$ cat src/rtl/pipe_pkg.sv
// Shared types and helpers for the pipe_stage_bank register chain.
package pipe_pkg;

   localparam int unsigned PIPE_MAX_STAGES = 8;

   typedef struct packed {
      logic flush;
      logic hold;
      logic bubble;
   } stage_ctrl_t;

   // hold[k] = OR of stall[k..MAX-1]; callers zero-pad unused upper stages.
   function automatic logic [PIPE_MAX_STAGES-1:0] hold_vec(
      input logic [PIPE_MAX_STAGES-1:0] stall
   );
      logic [PIPE_MAX_STAGES-1:0] w_hold;
      logic                       w_acc;
      w_acc = 1'b0;
      for (int k = PIPE_MAX_STAGES - 1; k >= 0; k--) begin
         w_acc     = w_acc | stall[k];
         w_hold[k] = w_acc;
      end
      return w_hold;
   endfunction

endpackage

$ cat src/rtl/pipe_stage_reg.sv
// One valid+payload pipeline register: flush > hold > bubble > advance.
module pipe_stage_reg
   import pipe_pkg::*;
#(
   parameter int unsigned WIDTH = 64
) (
   input  logic             clk,
   input  logic             reset,
   input  stage_ctrl_t      i_ctrl,
   input  logic             i_valid,
   input  logic [WIDTH-1:0] i_data,
   output logic             o_valid,
   output logic [WIDTH-1:0] o_data
);

   logic             r_valid;
   logic [WIDTH-1:0] r_data;

   always_ff @(posedge clk or posedge reset) begin
      if (reset) begin
         r_valid <= 1'b0;
         r_data  <= '0;
      end else if (i_ctrl.flush || (i_ctrl.bubble && !i_ctrl.hold)) begin
         r_valid <= 1'b0;
         r_data  <= '0;
      end else if (!i_ctrl.hold) begin
         r_valid <= i_valid;
         r_data  <= i_data;
      end
   end

   assign o_valid = r_valid;
   assign o_data  = r_data;

endmodule

$ cat src/rtl/pipe_stage_bank.sv
// Bank of STAGES pipeline registers with stall propagation, bubbles and flush.
// Optional perf counters (stall_cycles, bubble_count) under PIPE_STAGE_PERF_EN.
module pipe_stage_bank
   import pipe_pkg::*;
#(
   parameter int unsigned WIDTH  = 64,
   parameter int unsigned STAGES = 3,
   parameter int unsigned CNT_W  = 16
) (
   input  logic                      clk,
   input  logic                      reset,
   input  logic                      in_valid,
   input  logic [WIDTH-1:0]          in_data,
   output logic                      in_ready,
   input  logic [STAGES-1:0]         stall_i,
   input  logic [STAGES-1:0]         flush_i,
   output logic [STAGES-1:0]         stage_valid,
   output logic [STAGES*WIDTH-1:0]   stage_data,
   output logic                      out_valid,
   output logic [WIDTH-1:0]          out_data
`ifdef PIPE_STAGE_PERF_EN
   ,
   output logic [CNT_W-1:0]          stall_cycles,
   output logic [CNT_W-1:0]          bubble_count
`endif
);

   logic [PIPE_MAX_STAGES-1:0] w_stall_ext;
   logic [STAGES-1:0]          w_hold;
   logic [STAGES-1:0]          w_bubble;
   stage_ctrl_t                w_ctrl [STAGES];

   always_comb begin
      w_stall_ext               = '0;
      w_stall_ext[STAGES-1:0]   = stall_i;
      w_hold                    = STAGES'(hold_vec(w_stall_ext));
      // A bubble enters stage k when its upstream neighbour is frozen but it is not.
      w_bubble                  = '0;
      for (int k = 1; k < STAGES; k++) begin
         w_bubble[k] = w_hold[k-1] & ~w_hold[k];
      end
      for (int k = 0; k < STAGES; k++) begin
         w_ctrl[k].flush  = flush_i[k];
         w_ctrl[k].hold   = w_hold[k];
         w_ctrl[k].bubble = w_bubble[k];
      end
   end

   assign in_ready = ~w_hold[0];

   for (genvar k = 0; k < STAGES; k++) begin : g_stage
      logic             w_prev_valid;
      logic [WIDTH-1:0] w_prev_data;

      if (k == 0) begin : g_head
         assign w_prev_valid = in_valid;
         assign w_prev_data  = in_data;
      end else begin : g_link
         assign w_prev_valid = stage_valid[k-1];
         assign w_prev_data  = stage_data[(k-1)*WIDTH +: WIDTH];
      end

      pipe_stage_reg #(
         .WIDTH (WIDTH)
      ) u_reg (
         .clk     (clk),
         .reset   (reset),
         .i_ctrl  (w_ctrl[k]),
         .i_valid (w_prev_valid),
         .i_data  (w_prev_data),
         .o_valid (stage_valid[k]),
         .o_data  (stage_data[k*WIDTH +: WIDTH])
      );
   end

   assign out_valid = stage_valid[STAGES-1];
   assign out_data  = stage_data[(STAGES-1)*WIDTH +: WIDTH];

`ifdef PIPE_STAGE_PERF_EN
   logic [CNT_W-1:0] r_stall_cnt;
   logic [CNT_W-1:0] r_bubble_cnt;
   logic             w_bubble_evt;

   // Flush outranks bubble insertion, so a flushed stage does not count.
   assign w_bubble_evt = |(w_bubble & ~flush_i);

   always_ff @(posedge clk or posedge reset) begin
      if (reset) begin
         r_stall_cnt  <= '0;
         r_bubble_cnt <= '0;
      end else begin
         if (w_hold[0] && (r_stall_cnt != '1)) begin
            r_stall_cnt <= r_stall_cnt + 1'b1;
         end
         if (w_bubble_evt && (r_bubble_cnt != '1)) begin
            r_bubble_cnt <= r_bubble_cnt + 1'b1;
         end
      end
   end

   assign stall_cycles = r_stall_cnt;
   assign bubble_count = r_bubble_cnt;
`else
   logic [CNT_W-1:0] w_unused_cnt;
   assign w_unused_cnt = '0;
`endif

endmodule

$ cat config.mk
export PLATFORM = sky130hd
export DESIGN_NAME = pipe_stage_bank
export DESIGN_NICKNAME = d
export VERILOG_FILES = /design/src/rtl/pipe_pkg.sv /design/src/rtl/pipe_stage_reg.sv /design/src/rtl/pipe_stage_bank.sv
export SDC_FILE = /design/constraint.sdc
export NUM_CORES = 1
export LEC_CHECK = 0
export CAP_MARGIN = 25
export CORE_MARGIN = 4
export CORE_UTILIZATION = 30
export DETAILED_ROUTE_END_ITERATION = 16
export PLACE_DENSITY = 0.55
export SYNTH_ARGS = -nofsm -noshare
export SYNTH_HDL_FRONTEND = slang
export SYNTH_SLANG_ARGS = --single-unit
export TNS_END_PERCENT = 10
$ cat constraint.sdc
create_clock -name clk -period 15.8 [get_ports clk]
set_clock_uncertainty 0.1 [all_clocks]
set_input_delay 3.16 -clock clk [delete_from_list [all_inputs] [get_ports clk]]
set_output_delay 3.16 -clock clk [all_outputs]
set_load 0.01 [all_outputs]
-- Word level (Yosys, flattened, before mapping)
Cells that the tools add are included.
- reductions and logical operators: 6
- bitwise operators: 7
- multiplexer cells: 12
- eq/ne operators: 3
- operators with widths (kind ; number):
    $mux W64 ; 6
    $mux W1 ; 6
    $ne A2 B2 Y1 const B ; 2
    $not A1 Y1 ; 3
    $and A1 B1 Y1 ; 2
    $logic_and A1 B1 Y1 ; 2
    $logic_not A1 Y1 ; 2
    $logic_or A1 B1 Y1 ; 2
    $ne A2 B1 Y1 const B ; 1
    $or A1 B1 Y1 ; 2
- logic and storage cells: 34
- flip-flop bits (word level): 195
- output and inout bits: 261
- bits of input ports: 73

-- Depth between registers and ports, before layout
Gate-level depths: netlist of the first run.
- depth after elaboration: 6
- depth in mapped cells: 5
- depth with buffers taken out: 2

-- Hierarchy
A second synthesis of the first run with hierarchy kept.
- cell total of the unflattened synthesis: 751
- area total of the unflattened synthesis: 9317.7 um^2
- by module, submodules not included (module ; seq. area each (um^2) ; area an instance (um^2) ; instances ; cells an instance):
    pipe_stage_reg ; 1626.6 ; 2926.6 ; 3 ; 226
    pipe_stage_bank ; 0.0 ; 538.0 ; 1 ; 73

-- Worst setup path before layout of the first run
No wires, ideal clock.
- path type: input -> output
- start: input stall_i[2]
- end: output in_ready
- stages on the path: 4
- required time: 12540 ps
- data arrival time: 3929 ps
- buffers on the path: 3
- path slack: 8611 ps
- cells stage by stage: buf_2 -> buf_2 -> buf_2 -> nor3_1
- cells in the longest elaborated chain, start to end: 3
- RTL lines (element ; line ; RTL):
    start, declared ; pipe_stage_bank.sv:15 ; input logic [STAGES-1:0] stall_i,
    $or A1 B1 Y1 (2 in series) ; pipe_pkg.sv:20 ; w_acc = w_acc | stall[k];
    $not A1 Y1 ; pipe_stage_bank.sv:49 ; assign in_ready = ~w_hold[0];
    end, declared ; pipe_stage_bank.sv:14 ; output logic in_ready,
No other way between the ends.

-- Final worst setup path of the first run
- start: input stall_i[1]
- end: output in_ready
The elaborated chain is that of the path after synthesis.

==> results.toml, run 1 <==
[run_status]
status = "finished clean"

[clocking]
cts_max_level = 4
post-cts-setup-buffers = 0
clockBufferDepth = 2
ctsRootBufferMaster = "clkbuf_16"
cts_resized = 0
cts_sinks = 195
tritoncts = "built"
cts_hold_buf = 0
numCtsBuffers = 17
clock_latency_ps = 430
clk_pin_slew_ps = 70

[placement]
gp_congestion = 0.7414
place_inst = 1567
port_buffers = 333
dpl.hpwl_mm = 18.43

[route]
drt_iter0_markers = 475
wl_per_cell_um = 19.02
via_per_inst = 5.001
antenna_left = 0
drc = 0
vias = 8011
wl_mm = 30.46
drt_pre_antenna_iters = 4

[final_layout]
multi_input_area_sq_mm = 0.003909
final_nets = 1220
fillers = 3195
drive_gt1_share_pct = 4.142
regArea_sq_mm = 0.004880
areaGrowthSynthToFinish_pct = 34.41
stdcell_count = 1602

[die]
die_w_um = 190.1
die_y_um = 190.1
core_region_area_sq_mm = 0.03262
num_io_pins = 334
dieArea_sq_mm = 0.03616
start_util_pct = 30.51
std_cell_rows = 66

[worst_setup_path]
critPathMaxStageDelay_ps = 630
cp.required_ps = 12540
cp-start-kind = "primary input"
crit_buf_inv = 2
worstSetupEndpointType = "output port"
cp_slowest_cell = "clkdlybuf4s50_1"
arrival_ps = 4630
path_cells = "clkbuf_8, nor3_1, clkdlybuf4s50_1"
critPathMaxFanout = 116
worst-setup-path-type = "in2out"
crit_family = "buffers and inverters"

[global_routing]
grt_max_degree = 127
overflow = 0
grt_pass1_vias = 7759
grt_pass1_wl_mm = 47.27
antenna_found_initial = 4
grt_use_total_pct = 16.19

[yosys]
synth_cell_types = 17
synth_top_area_share_pct = 49.03
yosys_warnings = 0
syn_inst = 970
syn_nets = 1043
avgSynthCellArea_sq_um = 10.26
ys_seq_area_share_pct = 49.03
yosys.area.top_type = "dfrtp_1"
ys_top_cells_by_area = "dfrtp_1 49%, or4b_1 13%, a21oi_1 9.8%"
syn-cell-area_sq_mm = 0.009953
synth-seq-cells = 195

[power_and_ir_drop]
ir_drop_v = 0.00007254
p_leak_uw = 0.004884
p_per_area_mw_per_mm2 = 77.48

[timing]
layout_min_cycle_time_ps = 7894
slew_headroom_pct = 31.43
fin_crit_sh_pct = 49.96
worstMarginPinSlew_ps = 1029
drv_slew = 0
finalSetupViolations = 0
hold_viol = 0
timing.fmax_ghz = 0.1267
rsz0062_at_grt = "false"
setup_tns_ps = 0

[job]
drv_cap = 0

[worst_hold_path]
min_path_type = "reg2reg"
[metrics by stage]
stage	util [%]	power (uW)	hold WS (ps)	setup slack (ps)	cell area [sq um]
6_report	41.01	1036	433.0	7906	13380
5_1_grt	41.01	1081	464.7	7836	13380
4_1_cts	40.75	1051	439.7	7854	13290
3_5_place_dp	39.09	624.4	430.4	7854	12750
3_3_place_gp	39.09	623.9	422.6	7821	12750
2_1_floorplan	-	580.2	423.7	7228	9953
[cells in the mapped netlist]
cell type and count:
dlymetal6s2s_1 1, buf_2 19, o21ai_1 45, clkbuf_1 69, or3b_1 65, nand2_1 65
o31ai_1 65, a21oi_1 195, buf_4 70, or4b_1 130, dfrtp_1 195, buf_1 6
buf_6 18, inv_1 1, nor3_1 1, o21ai_0 20, dlygate4sd1_1 5
[placed cells by master, fill, tap and decap left out]
cell type,netlist,routed
o21ai_0,20,20
clkdlybuf4s50_1,0,327
dfrtp_1,195,195
clkbuf_8,0,1
clkbuf_16,0,17
buf_16,0,3
clkinv_4,0,1
or4b_1,130,130
buf_4,70,11
clkbuf_1,69,3
inv_6,0,4
buf_8,0,1
bufinv_16,0,1
or3b_1,65,65
o21ai_1,45,45
nand2_1,65,65
clkinvlp_4,0,2
clkinv_2,0,3
a21oi_1,195,195
diode_2,0,1
nor3_1,1,1
inv_8,0,1
buf_2,19,3
o31ai_1,65,65
[layer usage]
metal	vias to the layer above	track usage [%]	routed length [um]
met2	187	25.27	14290
met3	23	3.523	1454
met1	3886	22.77	14190
li1	3911	-	-
met5	-	0	21
met4	4	4.641	503
[registers in the layout, summed over array words and instances, names as in the netlist]
signal                 cells
g_stage.u_reg.o_valid      3
g_stage.u_reg.o_data     192
[area by class of cell]
class | instances | area share (%)
tap | 442 | 4.134
antenna | 1 | 0.01871
inverter | 1 | 0.08418
clock buffer | 20 | 3.264
sequential | 195 | 36.48
clock inverter | 11 | 0.7763
timing repair buffer | 346 | 26.03
multi-input combinational | 586 | 29.22
[where the power goes]
part | switching (uW) | internal, uW
clock | 203 | 219
combinational | 65.6 | 39.2
sequential | 4.90 | 505
total | 274 | 763
[kinds of logic (layout without fill, tap and decap cells)]
| family | after synthesis | count (layout) | synth area share, % |
|---|---|---|---|
| buffers and inverters | 189 | 378 | 11.70 |
| and+or+nand+nor | 261 | 261 | 21.29 |
| other | 0 | 1 | 0 |
| DFF | 195 | 195 | 49.03 |
| AOI/OAI and AO/OA | 325 | 325 | 17.98 |
[worst register-to-register path: cells and delay by family, from the launching register on]
family / cells / cell delay, ps
flops: 1 / 420
simple gates: 1 / 450
compound gates: 1 / 150
[final timing paths]
kind / from / endpoint / slack, ps / cells after the start
worst max-delay path: stall_i[1] / in_ready / 7910 / 3
worst min-delay path: g_stage[2].u_reg.o_data[0]$_DFFE_PP0P_ / g_stage[2].u_reg.o_data[0]$_DFFE_PP0P_ / 430 / 2
worst max register to register: g_stage[0].u_reg.o_data[63]$_DFFE_PP0P_ / g_stage[1].u_reg.o_data[63]$_DFFE_PP0P_ / 14620 / 2
worst min register to register: g_stage[2].u_reg.o_data[0]$_DFFE_PP0P_ / g_stage[2].u_reg.o_data[0]$_DFFE_PP0P_ / 430 / 2
max in group asynchronous: reset / g_stage[0].u_reg.o_valid$_DFFE_PP0P_ / 11150 / 4
min in group asynchronous: reset / g_stage[2].u_reg.o_data[59]$_DFFE_PP0P_ / 3210 / 2
Note: power is estimated with default switching activity, not from simulation.
==> inputs of run 2 (changes only) <==
==> constraint.sdc (replaced) <==
create_clock -name clk -period 8 [get_ports clk]
set_clock_uncertainty 0.1 [all_clocks]
set_input_delay 1.6 -clock clk [delete_from_list [all_inputs] [get_ports clk]]
set_output_delay 1.6 -clock clk [all_outputs]
set_load 0.01 [all_outputs]
==> run 2 against run 1 <==
Compared with the run above:
- die area unchanged
- sequential power is 98% higher
- sequential cell count is the same
- via count rose by 0.70%
- routed wire length grew 0.84%
==> results.toml, run 2 (synthesis results as in run 1) <==
[route]
via_per_inst = 5.042
wl_mm = 30.72
vias = 8067
drt_pre_antenna_iters = 4
drc = 0
drt_iter0_markers = 441
wl_per_cell_um = 19.20
antenna_left = 0

[final_layout]
final_cell_mix = "327 x clkdlybuf4s50_1, 195 x a21oi_1, 195 x dfrtp_1, 130 x or4b_1"
n_antenna_cell = 0
mostFrequentLayoutCell = "clkdlybuf4s50_1"
fillers = 3170
drive_gt1_share_pct = 4.145
largest_reg_flops = 192
areaGrowthSynthToFinish_pct = 34.24
final_nets = 1219

[worst_setup_path]
crit_start = "stall_i[1]"
cp.required_ps = 6300
arrival_ps = 3070
worstSetupEndpointType = "output port"
timing.rr.start = "g_stage[0].u_reg.o_data[7]$_DFFE_PP0P_"
worst-setup-path-type = "in2out"
cp-start-kind = "primary input"
critPathMaxFanout = 138

[clocking]
cts_resized = 0
post-cts-setup-buffers = 0
ctsRootBufferMaster = "clkbuf_16"
clockBufferDepth = 2
numCtsBuffers = 17
clk_pin_slew_ps = 80
tritoncts = "built"
cts_max_level = 4
clock_latency_ps = 440
cts_hold_buf = 0
cts_sinks = 195

[placement]
port_buffers = 333
gp_congestion = 0.7357
dpl.hpwl_mm = 18.50
dp_slack_ps = 3217

[power_and_ir_drop]
p_int_uw = 1543
p_per_area_mw_per_mm2 = 156.7
p_leak_uw = 0.004875
p_comb_share_pct = 9.8
p_sw_uw = 550.5
p_sw_share_pct = 26.30
p_total_uw = 2093
ir_drop_v = 0.0001405
clkPwrFrac_pct = 42.1
p_seq_share_pct = 48.1

[die]
die_y_um = 190.1
num_io_pins = 334
die_w_um = 190.1
core_region_area_sq_mm = 0.03262
start_util_pct = 30.51
dieArea_sq_mm = 0.03616
std_cell_rows = 66

[worst_hold_path]
min_from = "g_stage[2].u_reg.o_data[24]$_DFFE_PP0P_"
min_path_type = "reg2reg"

[job]
drv_cap = 0

[timing]
fin_crit_sh_pct = 59.67
setup_tns_ps = 0
layout_min_cycle_time_ps = 4774
hold_viol = 0
finalSetupViolations = 0
whs_ps = 435.8
rsz0062_at_grt = "false"
worstMarginPinSlew_ps = 939.6
setup_ws_ps = 3226
timing.fmax_ghz = 0.2095
slew_headroom_pct = 37.36
drv_slew = 0

[global_routing]
grt_max_degree = 139
grt_pass1_wl_mm = 47.69
overflow = 0
grt_use_total_pct = 16.44
antenna_found_initial = 2
grt_pass1_vias = 7743

[run_status]
status = "finished clean"
[run 2: changes by cell type in the layout (fill, tap and decap cells not counted), sizes merged]
cell / change
buf: -1
bufinv: +1
clkinvlp: +1
diode: -1
inv: -2
[run 2: worst max-delay path: stages]
cell,delay [ps]
clkbuf_8,390
nor3_1,410
clkdlybuf4s50_1,600
[run 2: through the flow]
step | std cells | utilization (%) | area [sq um]
2_1_floorplan | 970 | - | 9953
3_3_place_gp | 1568 | 39.12 | 12760
3_5_place_dp | 1568 | 39.12 | 12760
4_1_cts | 1599 | 40.88 | 13330
5_1_grt | 1600 | 40.96 | 13360
6_report | 1600 | 40.96 | 13360
[run 2: area by class of cell]
class	instances	area, sq um	area share, %
Multi-Input combinational cell	586	3909	29.25
Clock inverter	11	127.6	0.9551
Clock buffer	20	446.7	3.343
Sequential cell	195	4880	36.52
Timing Repair Buffer	345	3435	25.70
Tap cell	442	553.0	4.139
Inverter	1	11.26	0.08428
[run 2: path summary, 6_finish.rpt]
path | to | slack, ps | cells past startpoint
setup reg to reg | g_stage[1].u_reg.o_data[7]$_DFFE_PP0P_ | 6840 | 2
hold reg to reg | g_stage[2].u_reg.o_data[24]$_DFFE_PP0P_ | 440 | 2
hold / removal | g_stage[2].u_reg.o_data[24]$_DFFE_PP0P_ | 440 | 2
setup / recovery | in_ready | 3230 | 3
min in group asynchronous | g_stage[2].u_reg.o_data[60]$_DFFE_PP0P_ | 1360 | 2
max in group asynchronous | g_stage[0].u_reg.o_data[49]$_DFFE_PP0P_ | 4670 | 4
[run 2: power by group through the flow]
| stage | Clock, uW | Sequential [uW] | Combinational [uW] |
|---|---|---|---|
| final | 882 | 1010 | 204 |
| after global routing | 952 | 1010 | 225 |
| after CTS | 911 | 1010 | 208 |
| after detailed placement | 0 | 1030 | 207 |
| after global placement | 0 | 1030 | 207 |
| after floorplan | 0 | 1030 | 115 |
[run 2: per-layer routing]
metal | track usage, % | routed length, um | vias to the layer above
li1 | - | - | 3916
met3 | 3.688 | 1500 | 27
met1 | 23.15 | 14300 | 3927
met4 | 4.309 | 561 | 2
met5 | 0 | 13 | -
met2 | 25.75 | 14350 | 195
==> inputs of run 3 (changes only) <==
--- a/config.mk
+++ b/config.mk
@@ -9,7 +9,7 @@
 export CORE_MARGIN = 4
 export CORE_UTILIZATION = 30
 export DETAILED_ROUTE_END_ITERATION = 16
-export PLACE_DENSITY = 0.55
+export PLACE_DENSITY = 0.57
 export SYNTH_ARGS = -nofsm -noshare
 export SYNTH_HDL_FRONTEND = slang
 export SYNTH_SLANG_ARGS = --single-unit
==> constraint.sdc (replaced) <==
create_clock -name clk -period 3.9 [get_ports clk]
set_clock_uncertainty 0.1 [all_clocks]
set_input_delay 0.78 -clock clk [delete_from_list [all_inputs] [get_ports clk]]
set_output_delay 0.78 -clock clk [all_outputs]
set_load 0.01 [all_outputs]
==> run 3 against run 2 <==
Compared with the run above:
- count of clock-buffer cells in the layout grew 1
- non-clock buffer count grew 1
- hold slack lost 0.59 ps
- register-to-register slack lost 4200 ps
- combinational power grew 110%
- via count shrank 0.16%
- die area is the same
- setup slack lost 2300 ps
- largest power group unchanged
- highest routed layer unchanged
==> results.toml, run 3 (synthesis results as in run 1) <==
[final_layout]
mostFrequentLayoutCell = "clkdlybuf4s50_1"
final_nets = 1220
regArea_sq_mm = 0.004880
n_antenna_cell = 0
fillers = 3212
multi_input_area_sq_mm = 0.003909
areaGrowthSynthToFinish_pct = 34.37
drive_gt1_share_pct = 4.310
final_cell_mix = "327 x clkdlybuf4s50_1, 195 x a21oi_1, 195 x dfrtp_1, 130 x or4b_1"
largest_reg_flops = 192

[timing]
fin_crit_sh_pct = 76.16
layout_min_cycle_time_ps = 2970
finalSetupViolations = 0
drv_slew = 0
timing.fmax_ghz = 0.3367
setup_tns_ps = 0
worstMarginPinSlew_ps = 1003
rsz0062_at_grt = "false"
slew_headroom_pct = 33.16
hold_viol = 0

[clocking]
ctsRootBufferMaster = "clkbuf_16"
clk_pin_slew_ps = 70
clock_latency_ps = 430
clockBufferDepth = 2
cts_hold_buf = 0
numCtsBuffers = 17
post-cts-setup-buffers = 0
cts_sinks = 195
cts_max_level = 4
tritoncts = "built"
cts_resized = 0

[global_routing]
grt_max_degree = 201
antenna_found_initial = 3
overflow = 0
grt_use_total_pct = 16.29
grt_pass1_vias = 7688
grt_pass1_wl_mm = 47.30

[run_status]
status = "finished clean"

[worst_hold_path]
min_path_type = "reg2reg"
min_from = "g_stage[2].u_reg.o_data[62]$_DFFE_PP0P_"

[power_and_ir_drop]
p_per_area_mw_per_mm2 = 312.7
ir_drop_v = 0.0002877
p_leak_uw = 0.004872
p_total_uw = 4182

[placement]
dpl.hpwl_mm = 18.76
gp_congestion = 0.7795
port_buffers = 333

[worst_setup_path]
timing.rr.start = "g_stage[0].u_reg.o_data[4]$_DFFE_PP0P_"
arrival_ps = 2090
worst-setup-path-type = "in2out"
cp.required_ps = 3020
crit_start = "stall_i[2]"
critPathMaxFanout = 36
cp-start-kind = "primary input"
worstSetupEndpointType = "output port"

[die]
start_util_pct = 30.51
core_region_area_sq_mm = 0.03262
dieArea_sq_mm = 0.03616
num_io_pins = 334
die_w_um = 190.1
die_y_um = 190.1
std_cell_rows = 66

[route]
antenna_left = 0
wl_per_cell_um = 19.07
vias = 8054
wl_mm = 30.55
drc = 0
drt_iter0_markers = 493
drt_pre_antenna_iters = 4
via_per_inst = 5.027

[job]
drv_cap = 0
-- run 3: area by class of cell --
cell class	count	area share [%]
flip-flops and latches	195	36.49
multi-input cells	586	29.23
repair buffers	346	26.05
well taps	442	4.135
clock buffers	21	3.443
clock inverters	11	0.5987
inverters	1	0.05613
-- run 3: worst max-delay path, cell delays in order --
cell and delay (ps):
buf_8 150, nor3_1 480, clkdlybuf4s50_1 650
-- run 3: path summary, 6_finish.rpt --
path / to / slack (ps) / cells after the start
worst max-delay path: in_ready / 930 / 3
worst min-delay path: g_stage[2].u_reg.o_data[62]$_DFFE_PP0P_ / 440 / 2
worst max register to register: g_stage[1].u_reg.o_data[4]$_DFFE_PP0P_ / 2690 / 2
worst min register to register: g_stage[2].u_reg.o_data[62]$_DFFE_PP0P_ / 440 / 2
max in group asynchronous: g_stage[2].u_reg.o_data[24]$_DFFE_PP0P_ / 2080 / 3
min in group asynchronous: g_stage[2].u_reg.o_data[55]$_DFFE_PP0P_ / 770 / 2
-- run 3: power by group --
part | internal, uW | switching [uW]
Sequential | 2050 | 19.5
Clock | 855 | 837
Combinational | 159 | 266
Total | 3060 | 1120
-- run 3: per-layer routing --
| layer | global-route usage (%) | wire [um] | vias to the layer above |
|---|---|---|---|
| met5 | 0 | 47 | - |
| met4 | 4.227 | 490 | 6 |
| met3 | 4.092 | 1548 | 24 |
| met2 | 26.16 | 14710 | 212 |
| met1 | 22.12 | 13760 | 3890 |
| li1 | - | - | 3922 |
-- run 3: metrics by stage --
step	util (%)	instance area, sq um	std cells	setup slack [ps]	hold WS, ps
3_5_place_dp	39.34	12830	1570	949.2	433.3
6_report	41.00	13370	1602	929.6	435.2
5_1_grt	41.00	13370	1602	913.8	472.5
3_3_place_gp	39.34	12830	1570	957.1	423.7
4_1_cts	41.00	13370	1602	949.1	442.1
2_1_floorplan	-	9957	970	501.6	423.7
